File: config.mk
export PLATFORM = sky130hd
export DESIGN_NAME = player_input_checker_key_debouncer
export DESIGN_NICKNAME = d
export VERILOG_FILES = /design/src/rtl/player_input_checker_pkg.sv /design/src/rtl/player_input_checker_key_debouncer.sv
export SDC_FILE = /design/constraint.sdc
export NUM_CORES = 1
export LEC_CHECK = 0
export ABC_AREA = 1
export BUFFER_PORTS_ARGS = -buffer_cell sky130_fd_sc_hd__buf_2
export CAP_MARGIN = 20
export CORE_UTILIZATION = 45
export DETAILED_ROUTE_END_ITERATION = 16
export GPL_TIMING_DRIVEN = 0
export PLACE_DENSITY = 0.61
export SLEW_MARGIN = 20
export SYNTH_ARGS = -nofsm -noshare
export SYNTH_HDL_FRONTEND = slang
export SYNTH_SLANG_ARGS = --single-unit
File: constraint.sdc
create_clock -name i_clock -period 1.45 [get_ports i_clock]
set_clock_uncertainty 0.15 [all_clocks]
set_input_delay 0.2175 -clock i_clock [delete_from_list [all_inputs] [get_ports i_clock]]
set_output_delay 0.2175 -clock i_clock [all_outputs]
set_load 0.01 [all_outputs]
File: src/rtl/player_input_checker_pkg.sv
// Shared constants, FSM state codes and key helpers for the player input checker.
// Default cycle counts assume a 50 MHz board clock.
package player_input_checker_pkg;

  localparam int   TILE_W                  = 2;
  localparam logic KEY_ACTIVE_LOW          = 1'b1;
  localparam int   CLOCK_HZ                = 50_000_000;
  localparam int   DEFAULT_SEQ_LEN         = 9;
  localparam int   DEFAULT_DEBOUNCE_CYCLES = CLOCK_HZ / 100;
  localparam int   DEFAULT_TIMEOUT_CYCLES  = CLOCK_HZ * 5;

  typedef logic [2:0] state_t;

  localparam state_t ST_IDLE         = 3'd0;
  localparam state_t ST_WAIT_PRESS   = 3'd1;
  localparam state_t ST_WAIT_RELEASE = 3'd2;
  localparam state_t ST_PASS         = 3'd3;
  localparam state_t ST_FAIL         = 3'd4;

  function automatic logic isOneHot(input logic [3:0] v);
    return (v != 4'd0) && ((v & (v - 4'd1)) == 4'd0);
  endfunction

  function automatic logic [TILE_W-1:0] keyToTile(input logic [3:0] v);
    logic [TILE_W-1:0] t;
    t = '0;
    for (int k = 0; k < 4; k++) begin
      if (v[k]) t = TILE_W'(k);
    end
    return t;
  endfunction

endpackage

File: src/rtl/player_input_checker_key_debouncer.sv
// Synchronises the four board keys and only passes on a key vector once it
// has held still for DEBOUNCE_CYCLES consecutive cycles.
module player_input_checker_key_debouncer
  import player_input_checker_pkg::*;
#(
  parameter int DEBOUNCE_CYCLES = DEFAULT_DEBOUNCE_CYCLES
) (
  input  logic       i_clock,
  input  logic       i_reset,
  input  logic [3:0] i_raw,
  output logic [3:0] o_stable
);

  localparam int CNT_W = $clog2(DEBOUNCE_CYCLES + 1);

  logic [3:0]       r_sync1;
  logic [3:0]       r_sync2;
  logic [3:0]       r_last;
  logic [3:0]       r_stable;
  logic [CNT_W-1:0] r_count;

  // Keys are asynchronous to the clock, so they cross two flops before use.
  always_ff @(posedge i_clock) begin
    if (i_reset) begin
      r_sync1  <= '0;
      r_sync2  <= '0;
      r_last   <= '0;
      r_stable <= '0;
      r_count  <= '0;
    end else begin
      r_sync1 <= i_raw;
      r_sync2 <= r_sync1;
      if (r_sync2 != r_last) begin
        r_last  <= r_sync2;
        r_count <= '0;
      end else if (r_count == CNT_W'(DEBOUNCE_CYCLES - 1)) begin
        r_stable <= r_last;
      end else begin
        r_count <= r_count + 1'b1;
      end
    end
  end

  assign o_stable = r_stable;

endmodule

* Word-level counts from Yosys, hierarchy flattened
Index checks and enable logic that the tools add are counted.
** Storage, ports and cells
- Word-level logic and storage cells :: 11
- Register bits :: 35
- Input port bits :: 6
** Operators by class
- Bitwise gates (word level) :: 1
- Add/sub/neg operators :: 1
- Reductions and logical operators :: 2
- Equal/unequal tests :: 2
** Operator list (count)
- $add 19x1->19 const B :: 1
- $eq 19x19->1 const B :: 1
- $ne 4x4->1 :: 1
- $reduce_and 2->1 :: 1
- $reduce_or 2->1 :: 1
- $not 1->1 :: 1

* Logic depth before layout (Yosys ltp)
- Depth after elaboration :: 3
- Mapped depth :: 9
- Depth with buffers taken out :: 9

* Least setup slack after synthesis
Ideal clock, no wire load.
- Path kind :: reg-to-reg
- Start point :: register r_count[0]
- End point :: register r_stable[0] (netlist: o_stable[0])
- Stages on the path, launching flop included :: 9
- Path buffers :: 0
- Data required time :: 1.187 ns
- Slack :: -0.042 ns
- Clock period less this slack :: 1.492 ns
- Data arrival time :: 1.229 ns
- Path through :: dfxtp_1 ha_1 inv_2 nor2_4 nand2_2 nor2_4 nand2_4 nor2_1 nor2_1
** Between the ends
- Cells in the longest elaborated chain, start to end :: 2
** RTL lines
- start, declared :: line player_input_checker_key_debouncer.sv:20 : logic [CNT_W-1:0] r_count;
- start signal, assigned :: line player_input_checker_key_debouncer.sv:39 : r_count <= r_count + 1'b1;
- $eq 19x19->1 :: line player_input_checker_key_debouncer.sv:36 : end else if (r_count == CNT_W'(DEBOUNCE_CYCLES - 1)) begin
- $reduce_and 2->1 (no source line)
- end signal, assigned :: line player_input_checker_key_debouncer.sv:37 : r_stable <= r_last;
- end, declared :: line player_input_checker_key_debouncer.sv:19 : logic [3:0] r_stable;
Every way passes these cells.
A chain may end at the register's enable or synchronous reset.

* Worst setup path after layout
- Start point :: register r_count[0]
- End point :: register r_count[18]
** Between the ends
- Cells in the longest elaborated chain, start to end :: 1
- Elaborated cells on any way between the ends :: 2
- Classes of those cells :: 1 x add/sub; 1 x eq/ne
** RTL lines (line)
- $add 19x1->19 or $eq 19x19->1 (tied branches) :: player_input_checker_key_debouncer.sv:39, player_input_checker_key_debouncer.sv:36
Parallel ways exist; a longest one is shown, timed or not.

==> results by group <==
Status
  – Status: finished, violations left
  – Violated checks: setup timing

Routing
  – Avg WL per Cell: 10.71 microns
  – DRC: 0
  – Vias per cell: 4.694
  – First drt pass iteration count: 4
  – Total Routed Length: 3321 microns
  – Initial DRC count: 69
  – Total number of vias: 1455
  – ANT nets after route: 0

Power and ir drop
  – Max VDD drop: 0.5796 mV
  – Final Power: 2.199 mW
  – Pleak: 0.8299 nW
  – Pwr per Cell Area: 1023 mW/mm^2

Critical path
  – Cell family with the largest share of critical-path delay: simple AND/OR/NAND/NOR gates
  – Arrival @ worst endpoint: 1.57 ns
  – Critical Path, Cell by Cell: ha_4, inv_2, nor2_4, buf_4, nand2_2, nor2_4, nand4_1, a21oi_1
  – Req. time, crit path: 1.53 ns
  – Worst path buffer plus inverter count: 2
  – Reg2reg path depth: 8
  – Slowest-stage cell, CP: dfxtp_4
  – Worst Path Max Fanout: 6
  – Most frequent CP cell: nor2_4
  – Instance count on the critical path: 8
  – Slowest stage delay, CP: 0.37 ns
  – Crit path kind: reg -> reg
  – Worst setup EP type: flop
  – Worst setup SP type: flop

Floorplanning
  – Initial Util: 48.27%
  – Die area: 0.003939 sq mm
  – IO Count: 10
  – Core Area: 0.003442 sq mm
  – Row cnt: 21
  – Die H: 62.77 microns
  – Die X: 62.77 microns

Clocking
  – H-tree level count: 2
  – CTS Sinks: 35
  – Clock insertion delay at the later pin of the skew report: 0.29 ns
  – Root Buffer: clkbuf_8
  – CTS buffer count: 5
  – CTS tree: done
  – CTS Buffer Depth: 2
  – Clk slew on worst S/H paths: 0.08 ns

Layout
  – Nets: 270
  – Post-Layout Cell Count: 310
  – Most frequent cells in the layout: nor2_1 (41), nand2_1 (38), inv_1 (35)
  – Share of cells above drive strength 1: 34.09%
  – Synth-to-layout area growth: 29.37%
  – Commonest non-fill, non-tap cell in the layout: nor2_1
  – Design area: 0.002150 sq mm
  – # diodes: 0
  – Final core occ: 62.45%

Placed design
  – Pre-CTS WS: -0.2399 ns
  – Port buffer count: 9
  – Placed cell area: 0.001767 sq mm
  – Placed cells: 287
  – Routability Congestion: 0.8710
  – DP Wirelength: 2307 microns

STA
  – Clock period minus final worst setup slack: 1.490 ns
  – Max-slew headroom: 74.58%
  – RSZ-0062 raised after global routing: yes
  – Final Hold Fails: 0
  – Worst slew pin tran: 0.3813 ns
  – Setup tns final: -0.1424 ns
  – # setup viols final: 9
  – Final slew viol count: 0
  – Final Worst Setup Slack: -0.03969 ns
  – Fmax: 671.3 MHz
  – Hold slack: 0.01275 ns
  – Final Cycle Share: 102.7%

Global route
  – Pin count of the biggest net entering global routing: 13
  – GR Util All Layers: 18.52%
  – Total global routing overflow: 0
  – Vias in the first global route: 1328
  – Initial antenna violation count: 0
  – First-pass GRT wire length: 5609 microns

Hold path
  – Hold Crit Depth: 2
  – HP Class: in -> reg

Synthesis
  – Syn avg cell area: 7.162 sq um
  – Synth area leaders: dfxtp_1 (42%), nor2_1 (10%), nand2_1 (10%)
  – Synth warn: 0
  – Synth cell types: 26
  – Post-synthesis cell type with the largest combined area: dfxtp_1
  – #FFs+latches synth: 35
  – Post-synth top area share: 42.17%
  – Syn Inst Count: 232
  – Post-synth net total: 239
  – Post-synthesis sequential area ratio: 42.17%
  – Netlist Area Pre-Place: 0.001662 sq mm

Flow run
  – MaxCap Viol Count: 0
metal layers:
| metal | vias up | GRT usage [%] | share of wire (%) | routed length (microns) |
|---|---|---|---|---|
| met2 | 19 | 32.74 | 50 | 1665 |
| met1 | 653 | 20.20 | 45 | 1497 |
| met3 | 5 | 6.022 | 3.8 | 125 |
| met4 | 0 | 7.558 | 0.99 | 33 |
| met5 | - | 0 | 0 | 0 |
| li1 | 778 | - | - | - |
cell usage after synthesis, drive strengths merged:
master  number
nor2        53
nand2       50
inv         39
dfxtp       35
a21oi       13
nand3       11
nand4        7
nor3         6
xnor2        5
o21ai        4
nand3b       2
xor2         2
buf          1
clkbuf       1
ha           1
nor3b        1
or2          1
sequential cells by signal (all words and copies together), names as in the netlist:
register and count:
r_sync2 4, r_count 19, r_sync1 4, r_last 4, o_stable 4
what timing repair did:
action / 4_1_cts / 5_1_grt
gates cloned: 0 / 0
buffers inserted: 5 / 6
hold buffers: 4 / 0
setup endpoints to repair: 17 / 23
hold endpoints to repair: 4 / 0
pin swaps: 7 / 16
resized for setup: 11 / 36
area by class of cell:
type	instances	area [sq um]
fill	303	1292
tap	46	57.56
multi-input combinational	156	894.6
timing repair buffer	24	171.4
clock inverter	3	67.56
sequential	35	724.4
inverter	39	146.4
buffer	2	18.77
clock buffer	5	68.82
worst reg2reg max path, cell delays in order (launching register included):
cell and delay [ns]:
dfxtp_4 0.37, ha_4 0.14, inv_2 0.04, nor2_4 0.13, buf_4 0.15, nand2_2 0.07, nor2_4 0.14, nand4_1 0.09
a21oi_1 0.15
worst paths after layout:
kind / from / end / slack (ns)
min: i_reset / r_sync2[3]$_SDFF_PP0_ / 0.01
max: r_count[0]$_SDFFE_PP0P_ / r_count[18]$_SDFFE_PP0P_ / -0.04
max reg2reg: r_count[0]$_SDFFE_PP0P_ / r_count[18]$_SDFFE_PP0P_ / -0.04
min reg2reg: r_sync1[2]$_SDFF_PP0_ / r_sync2[2]$_SDFF_PP0_ / 0.25
report_power, final:
part / switching (mW) / leakage, nW / internal (mW)
Combinational: 0.0752 / 0.473 / 0.0646
Clock: 0.381 / 0.0644 / 0.686
Sequential: 0.0128 / 0.293 / 0.980
Total: 0.469 / 0.830 / 1.73
cell families after synthesis:
kind of cell | Yosys count | share of synthesized area (%)
simple gates | 131 | 37.65
flops | 35 | 42.17
fa+ha+maj | 1 | 0.7529
buf+inv | 41 | 9.714
compound gates | 17 | 6.024
xor+xnor | 7 | 3.690
Power figures use the tool's default switching activity.
